==> src/rtl/gpio_ddr_od_regfile.sv <==
// GPIO direction / open-drain register file for the HostMot3 GPIO mux.
// Bus strobes are synchronised into CLOCK; pins get oe/pad_out with open-drain emulation.
module gpio_ddr_od_regfile #(
    parameter int                   AddrWidth      = 14,
    parameter int                   BusWidth       = 32,
    parameter int                   MuxGPIOIOWidth = 34,
    parameter int                   NumIOReg       = 6,
    parameter int                   PortsPerReg    = 24,
    parameter logic [AddrWidth-1:0] DDRBase        = 14'h1100,
    parameter logic [AddrWidth-1:0] ODBase         = 14'h1300
) (
    input  logic                      CLOCK,
    input  logic                      reset_reg_N,
    input  logic                      write_reg,
    input  logic                      read_reg,
    input  logic [AddrWidth-3:0]      busaddress,
    input  logic [BusWidth-1:0]       busdata_in,
    output logic [BusWidth-1:0]       busdata_out,
    output logic                      read_valid,
    input  logic [MuxGPIOIOWidth-1:0] iodatafromhm3,
    input  logic [MuxGPIOIOWidth-1:0] pad_in,
    output logic [MuxGPIOIOWidth-1:0] oe,
    output logic [MuxGPIOIOWidth-1:0] pad_out,
    output logic [MuxGPIOIOWidth-1:0] iodatatohm3
);

    logic [AddrWidth-3:0]      busaddr_reg;
    logic [BusWidth-1:0]       busdata_in_reg;
    logic [2:0]                wr_sync;
    logic [2:0]                rd_sync;
    logic                      wr_stb;
    logic                      rd_stb;
    logic [PortsPerReg-1:0]    ddr_reg [NumIOReg];
    logic [PortsPerReg-1:0]    od_reg  [NumIOReg];
    logic [NumIOReg-1:0]       ddr_hit;
    logic [NumIOReg-1:0]       od_hit;
    logic [BusWidth-1:0]       rd_word;
    logic [MuxGPIOIOWidth-1:0] pad_meta;

    always_ff @(posedge CLOCK or negedge reset_reg_N) begin
        if (!reset_reg_N) begin
            busaddr_reg    <= '0;
            busdata_in_reg <= '0;
        end else begin
            busaddr_reg    <= busaddress;
            busdata_in_reg <= busdata_in;
        end
    end

    // Sync chains reset high so a strobe held through reset release gives no edge.
    always_ff @(posedge CLOCK or negedge reset_reg_N) begin
        if (!reset_reg_N) begin
            wr_sync <= 3'b111;
            rd_sync <= 3'b111;
        end else begin
            wr_sync <= {wr_sync[1:0], write_reg};
            rd_sync <= {rd_sync[1:0], read_reg};
        end
    end

    assign wr_stb = wr_sync[1] & ~wr_sync[2];
    assign rd_stb = rd_sync[1] & ~rd_sync[2];

    always_comb begin
        ddr_hit = '0;
        od_hit  = '0;
        rd_word = '0;
        for (int k = 0; k < NumIOReg; k++) begin
            if ({busaddr_reg, 2'b00} == AddrWidth'(DDRBase + 4 * k)) begin
                ddr_hit[k]               = 1'b1;
                rd_word[PortsPerReg-1:0] = ddr_reg[k];
            end
            if ({busaddr_reg, 2'b00} == AddrWidth'(ODBase + 4 * k)) begin
                od_hit[k]                = 1'b1;
                rd_word[PortsPerReg-1:0] = od_reg[k];
            end
        end
    end

    always_ff @(posedge CLOCK or negedge reset_reg_N) begin
        if (!reset_reg_N) begin
            for (int k = 0; k < NumIOReg; k++) begin
                ddr_reg[k] <= '0;
                od_reg[k]  <= '0;
            end
        end else if (wr_stb) begin
            for (int k = 0; k < NumIOReg; k++) begin
                if (ddr_hit[k]) ddr_reg[k] <= busdata_in_reg[PortsPerReg-1:0];
                if (od_hit[k])  od_reg[k]  <= busdata_in_reg[PortsPerReg-1:0];
            end
        end
    end

    // Readback samples the registers on the same edge a coincident write commits,
    // so it returns the pre-write value.
    always_ff @(posedge CLOCK or negedge reset_reg_N) begin
        if (!reset_reg_N) begin
            busdata_out <= '0;
            read_valid  <= 1'b0;
        end else begin
            read_valid <= rd_stb;
            if (rd_stb) busdata_out <= rd_word;
        end
    end

    always_comb begin
        oe      = '0;
        pad_out = '0;
        for (int i = 0; i < MuxGPIOIOWidth; i++) begin
            if (od_reg[i / PortsPerReg][i % PortsPerReg]) begin
                oe[i]      = ddr_reg[i / PortsPerReg][i % PortsPerReg] & ~iodatafromhm3[i];
                pad_out[i] = 1'b0;
            end else begin
                oe[i]      = ddr_reg[i / PortsPerReg][i % PortsPerReg];
                pad_out[i] = iodatafromhm3[i];
            end
        end
    end

    always_ff @(posedge CLOCK or negedge reset_reg_N) begin
        if (!reset_reg_N) begin
            pad_meta    <= '0;
            iodatatohm3 <= '0;
        end else begin
            pad_meta    <= pad_in;
            iodatatohm3 <= pad_meta;
        end
    end

    // Bus bits above the register width are accepted but never stored.
    if (PortsPerReg < BusWidth) begin : g_unused_hi
        logic unused_hi;
        assign unused_hi = ^busdata_in_reg[BusWidth-1:PortsPerReg];
    end

endmodule

==> config.mk <==
export PLATFORM = sky130hd
export DESIGN_NAME = gpio_ddr_od_regfile
export DESIGN_NICKNAME = d
export VERILOG_FILES = /design/src/rtl/gpio_ddr_od_regfile.sv
export SDC_FILE = /design/constraint.sdc
export NUM_CORES = 1
export LEC_CHECK = 0
export ABC_CLOCK_PERIOD_IN_PS = 2790
export CAP_MARGIN = 10
export CELL_PAD_IN_SITES_DETAIL_PLACEMENT = 1
export CELL_PAD_IN_SITES_GLOBAL_PLACEMENT = 1
export CORE_MARGIN = 1
export CORE_UTILIZATION = 40
export CTS_CLUSTER_SIZE = 16
export DETAILED_ROUTE_END_ITERATION = 6
export PLACE_DENSITY_LB_ADDON = 0.05
export SYNTH_ARGS = -nofsm -noshare
export SYNTH_HDL_FRONTEND = slang
export SYNTH_SLANG_ARGS = --single-unit
==> constraint.sdc <==
create_clock -name CLOCK -period 2.79 [get_ports CLOCK]
set_clock_uncertainty 0.2 [all_clocks]
set_input_delay 0.558 -clock CLOCK [delete_from_list [all_inputs] [get_ports CLOCK]]
set_output_delay 0.558 -clock CLOCK [all_outputs]
set_load 0.005 [all_outputs]
==> out/qor.csv, run 1 <==
metric,value,unit
outcome,finished clean,
global-route wire length before repair,82200,um
grt total ovfl,0,
"Cell Chain, Critical Path",or4b_1 > or3_1 > nor2_4 > buf_12 > mux2_2,
post-synth top area share,0.582,
Max VDD drop,0.000497,V
Die H,214,um
Pre-antenna DRT Iters,4,
# rows,77,
initial core utilization,0.405,
setup TNS,0,ps
Slew @ Worst Pin,582,ps
Syn. warnings,0,
Synth area leader,dfrtp_1,
Cell Pwr Density,563,mW/mm^2
"Top FF cell, synth",dfrtp_1,
slack of the critical path,76.6,ps
clock-pin transition on the worst setup and hold timing paths,60,ps
Final Hold Fails,0,
CP required,3040,ps
slew margin rel.,0.612,
Post-Synthesis Cell Area,0.0179,mm^2
Finished Layout Cells,2246,
CTS tree,done,
Num Clock Sinks,423,
share of layout cells above drive strength 1,0.297,
pin count of the biggest net entering global routing,67,
IO Count,251,
"EDFF count, synth",0,
Routed Wire Length,52800,um
"Avg Cell Area, Syn",13.3,um^2
dpl hpwl,35000,um
crit path capture type,flip-flop,
minimum clock period,2710,ps
area of the die,0.0457,mm^2
Slew Limit Fails,0,
dpl cells,2167,
most frequent cells in the layout,"414 x dfrtp_1, 283 x mux2_2, 233 x clkdlybuf4s50_1",
diodes inserted,0,
RSZ-0062 raised after global routing,no,
DP Area,0.0216,mm^2
Crit path largest cell delay,620,ps
Yosys cell types,61,
synthesis-to-finish area growth,28.8,%
"most common cell after layout, fill and taps aside",dfrtp_1,
WS Path Type,flip-flop to flip-flop,
Antenna Nets Post-Route,0,
post-synthesis sequential area ratio,0.591,
Layout Nets,1742,
hold crit path type,flip-flop to flip-flop,
# DRC,0,
core area,0.0442,mm^2
clk buf depth,3,
critical path's slowest cell,or4b_1,
# setup viols final,0,
Clock Tree Root,clkbuf_16,
via count,12300,
pre-CTS WS,-34.9,ps
GP Congestion,0.848,
Synth area leaders,"dfrtp_1 58%, mux2_2 18%, a22oi_1 2.1%, a21oi_1 2.0%, nor2b_1 1.8%",
clock insertion delay at the later pin of the skew report,570,ps
Die W,214,um
Critical Path AT,2960,ps
number of DRC markers in iteration 0,768,
vias in the first global route,13400,
Num CTS Buffers,47,
initial antenna violation count,0,
filler instances,4380,
total global-route track usage,0.242,
P_leak,0.0106,uW
port buffer count,234,
"FFs w/ async S/R, synth",1.00,
max-cap viol count,0,
CTS H-Tree Depth,2,
Final period util,0.973,
Mapped Cells,1348,
vias per cell,5.46,
#FFs+latches synth,423,
CP Max Fanout,24,
fin area,0.0231,mm^2
critical path launch point type,flip-flop,
Avg WL per Cell,23.5,um
Achievable Freq,369,MHz
==> critical path, delay by kind of cell (launching register included) <==
| family | cells | cell delay (ps) |
|---|---|---|
| AND/OR/NAND/NOR | 3 | 1290 |
| flip-flops | 1 | 490 |
| multiplexers | 1 | 370 |
| buffers and inverters | 1 | 230 |
==> path summary, 6_finish.rpt <==
kind                           startpoint                 to  slack [ps]  cells after the start
max                        busaddr_reg[7]        ddr_reg[23]          80                      5
min                           pad_meta[9]     iodatatohm3[9]         140                      0
max reg2reg                busaddr_reg[7]        ddr_reg[23]          80                      5
min reg2reg                   pad_meta[9]     iodatatohm3[9]         140                      0
max in group asynchronous     reset_reg_N         rd_sync[1]        1190                      3
min in group asynchronous     reset_reg_N  busdata_in_reg[7]         330                      2
==> cell families after synthesis <==
group                  Yosys count  synth area share
buffers and inverters          117            0.0311
muxes                          315             0.200
AOI/OAI and AO/OA              277             0.105
DFF                            423             0.591
other                            1          0.000209
and+or+nand+nor                215            0.0727
==> synth_stat cells (8+ instances only) <==
cell type,n
a22oi_1,50
o2bb2ai_1,17
a21oi_1,70
a221oi_1,16
nor2_1,57
dfrtp_1,417
nand2b_1,23
clkbuf_1,63
nor3_1,8
mux2_1,24
buf_2,31
a221o_1,8
nand2_1,20
nand3_1,11
nor2b_1,53
a21boi_0,34
mux2_2,283
o21ai_1,11
buf_4,11
o21ai_0,20
o22ai_1,21
==> report_power, final <==
group | leakage, uW | switching, uW | total, uW | internal (uW)
Sequential | 0.00564 | 97.2 | 6330 | 6230
Clock | 0.000724 | 2410 | 5950 | 3530
Combinational | 0.00420 | 378 | 732 | 354
==> stage by stage <==
stage	hold WS, ps	power (uW)	utilization
final	144	13000	0.522
after global routing	148	13500	0.522
after CTS	143	13200	0.522
after detailed placement	136	7180	0.488
after global placement	131	7160	0.488
after floorplan	62.4	6620	-
==> routing by layer <==
metal	global-route usage	vias up	wire (um)
met1	0.330	6456	23800
met2	0.397	288	25600
li1	-	5442	-
met5	0	-	0
met3	0.0417	70	2360
met4	0.0702	0	1150
==> final cells by class <==
type	count	area [um^2]	area share
multi-input combinational	815	6870	0.298
timing repair buffer	334	3400	0.147
clock buffer	71	1410	0.0610
inverter	5	18.8	0.000813
sequential	423	10600	0.459
tap	592	741	0.0321
clock inverter	6	55.1	0.00238
==> repair_timing <==
action / in CTS / in global routing
buffers inserted: 1 / 0
endpoints found under the setup margin: 24 / 50
gates resized for setup: 1 / 4
hold buffers: 1 / 0
pin swaps: 1 / 0
hold endpoints to repair: 50 / 0
Note: power is estimated with default switching activity, not from simulation.
==> inputs of run 2 (changes only) <==
--- a/config.mk
+++ b/config.mk
@@ -5,12 +5,12 @@
 export SDC_FILE = /design/constraint.sdc
 export NUM_CORES = 1
 export LEC_CHECK = 0
-export ABC_CLOCK_PERIOD_IN_PS = 2790
+export ABC_CLOCK_PERIOD_IN_PS = 3000
 export CAP_MARGIN = 10
 export CELL_PAD_IN_SITES_DETAIL_PLACEMENT = 1
 export CELL_PAD_IN_SITES_GLOBAL_PLACEMENT = 1
 export CORE_MARGIN = 1
-export CORE_UTILIZATION = 40
+export CORE_UTILIZATION = 45
 export CTS_CLUSTER_SIZE = 16
 export DETAILED_ROUTE_END_ITERATION = 6
 export PLACE_DENSITY_LB_ADDON = 0.05
==> constraint.sdc (replaced) <==
create_clock -name CLOCK -period 3 [get_ports CLOCK]
set_clock_uncertainty 0.2 [all_clocks]
set_input_delay 0.6 -clock CLOCK [delete_from_list [all_inputs] [get_ports CLOCK]]
set_output_delay 0.6 -clock CLOCK [all_outputs]
set_load 0.005 [all_outputs]
==> run 2 against run 1 <==
Net effect: setup slack improved by 61 ps; wire length shrank 1.8%; critical path depth up 4; power fell by 4.9%; first-iteration DRC count up 0.91%; sequential share of layout area grew 0.40 points; utilization increased by 6.5 points; via count rose by 0.47%; clock-buffer cell count down 6; die area shrank 11%; combinational power fell by 7.8%; largest power group unchanged; highest routed layer unchanged.
==> out/qor.csv, run 2 (synthesis results as in run 1) <==
metric,value,unit
fin area,0.0229,mm^2
Num CTS Buffers,45,
Buffers & Inverters on Critical Path,3,
"most common cell after layout, fill and taps aside",dfrtp_1,
CTS H-Tree Depth,2,
grt total ovfl,0,
CP Max Fanout,12,
total global-route track usage,0.265,
# rows,72,
port buffer count,234,
via count,12300,
GP Congestion,0.824,
Crit path max-delay family,simple AND/OR/NAND/NOR gates,
slack of the critical path,138,ps
Crit path largest cell delay,510,ps
area of the die,0.0406,mm^2
Cell Pwr Density,540,mW/mm^2
filler instances,3838,
most frequent cells in the layout,"415 x dfrtp_1, 283 x mux2_2, 233 x clkdlybuf4s50_1",
# setup viols final,0,
vias in the first global route,13600,
# DRC,0,
diodes inserted,0,
clock insertion delay at the later pin of the skew report,580,ps
outcome,finished clean,
clock-pin transition on the worst setup and hold timing paths,60,ps
clk buf depth,3,
critical path's most frequent cell,buf_4,
critical path launch point type,flip-flop,
IO Count,251,
Die W,202,um
Avg WL per Cell,24.0,um
initial core utilization,0.459,
minimum clock period,2860,ps
Slew @ Worst Pin,614,ps
WS Path Type,flip-flop to flip-flop,
R2R Setup Slk,140,ps
crit path launch,busaddr_reg[5],
pre-CTS WS,112,ps
setup TNS,0,ps
CTS tree,done,
Max VDD drop,0.000505,V
Layout Nets,1722,
FF-to-FF Start,busaddr_reg[5],
number of DRC markers in iteration 0,775,
P_leak,0.0105,uW
CP required,3290,ps
"Cell Chain, Critical Path",or3b_1 > buf_4 > buf_4 > nor4_4 > buf_4 > a22oi_1 > a21oi_1 > a221oi_1 > o21ai_1,
synthesis-to-finish area growth,27.7,%
Finished Layout Cells,2157,
Final Hold Fails,0,
Final period util,0.954,
Die H,202,um
pin count of the biggest net entering global routing,63,
Achievable Freq,349,MHz
Clock Tree Root,clkbuf_16,
Num Clock Sinks,423,
Critical Path AT,3150,ps
Slew Limit Fails,0,
initial antenna violation count,0,
dpl hpwl,33600,um
hold crit path type,flip-flop to flip-flop,
critical path's slowest cell,or3b_1,
Pre-antenna DRT Iters,4,
crit path capture type,flip-flop,
vias per cell,5.71,
core area,0.0390,mm^2
DP Area,0.0213,mm^2
slew margin rel.,0.585,
RSZ-0062 raised after global routing,no,
Routed Wire Length,51900,um
max-cap viol count,0,
dpl cells,2076,
Antenna Nets Post-Route,0,
share of layout cells above drive strength 1,0.292,
global-route wire length before repair,81400,um
Worst Hold Launch,pad_meta[3],
-- run 2: cell types whose count changed in the layout (fill, tap and decap cells not counted), moves of 2 or more --
cell and delta:
clkbuf_8 +3, clkbuf_1 -7, buf_4 -15, buf_12 -4
clkbuf_16 -2, clkinv_2 +4, bufinv_16 +3
-- run 2: layer usage --
layer | vias to the layer above | track usage | share of wire
li1 | 5392 | - | -
met4 | 0 | 0.0869 | 0.028
met2 | 325 | 0.444 | 0.50
met1 | 6506 | 0.349 | 0.43
met5 | - | 0 | 0
met3 | 91 | 0.0436 | 0.041
-- run 2: path summary, 6_finish.rpt --
check,to,cells past startpoint
max,busdata_out[22],9
min,iodatatohm3[3],0
max reg2reg,busdata_out[22],9
min reg2reg,iodatatohm3[3],0
max in group asynchronous,od_reg[74],4
min in group asynchronous,busdata_in_reg[3],2
-- run 2: cell type report --
class                           instances  area [um^2]  share of cell area
Multi-Input combinational cell        815         6850               0.299
Clock buffer                           65         1370              0.0600
Timing Repair Buffer                  316         3220               0.141
Tap cell                              518          648              0.0283
Clock inverter                         15          181             0.00792
Sequential cell                       423        10600               0.463
Inverter                                5         18.8            0.000820
-- run 2: what timing repair did --
item | in CTS | in global routing
endpoints found under the hold margin | 42 | 0
resized for setup | 0 | 1
setup buffers | 0 | 0
hold buffers | 1 | 0
endpoints found under the setup margin | 0 | 2
-- run 2: per-stage QoR --
stage	power, uW	util	hold WS (ps)
after detailed placement	6670	0.547	136
after CTS	12500	0.587	148
final	12400	0.587	147
after global routing	12800	0.587	149
after global placement	6650	0.547	131
after floorplan	6160	-	104
-- run 2: power breakdown --
group / internal, uW / total (uW) / switching (uW)
combinational: 327 / 675 / 348
sequential: 5800 / 5890 / 90.4
clock: 3510 / 5800 / 2290
total: 9640 / 12400 / 2730
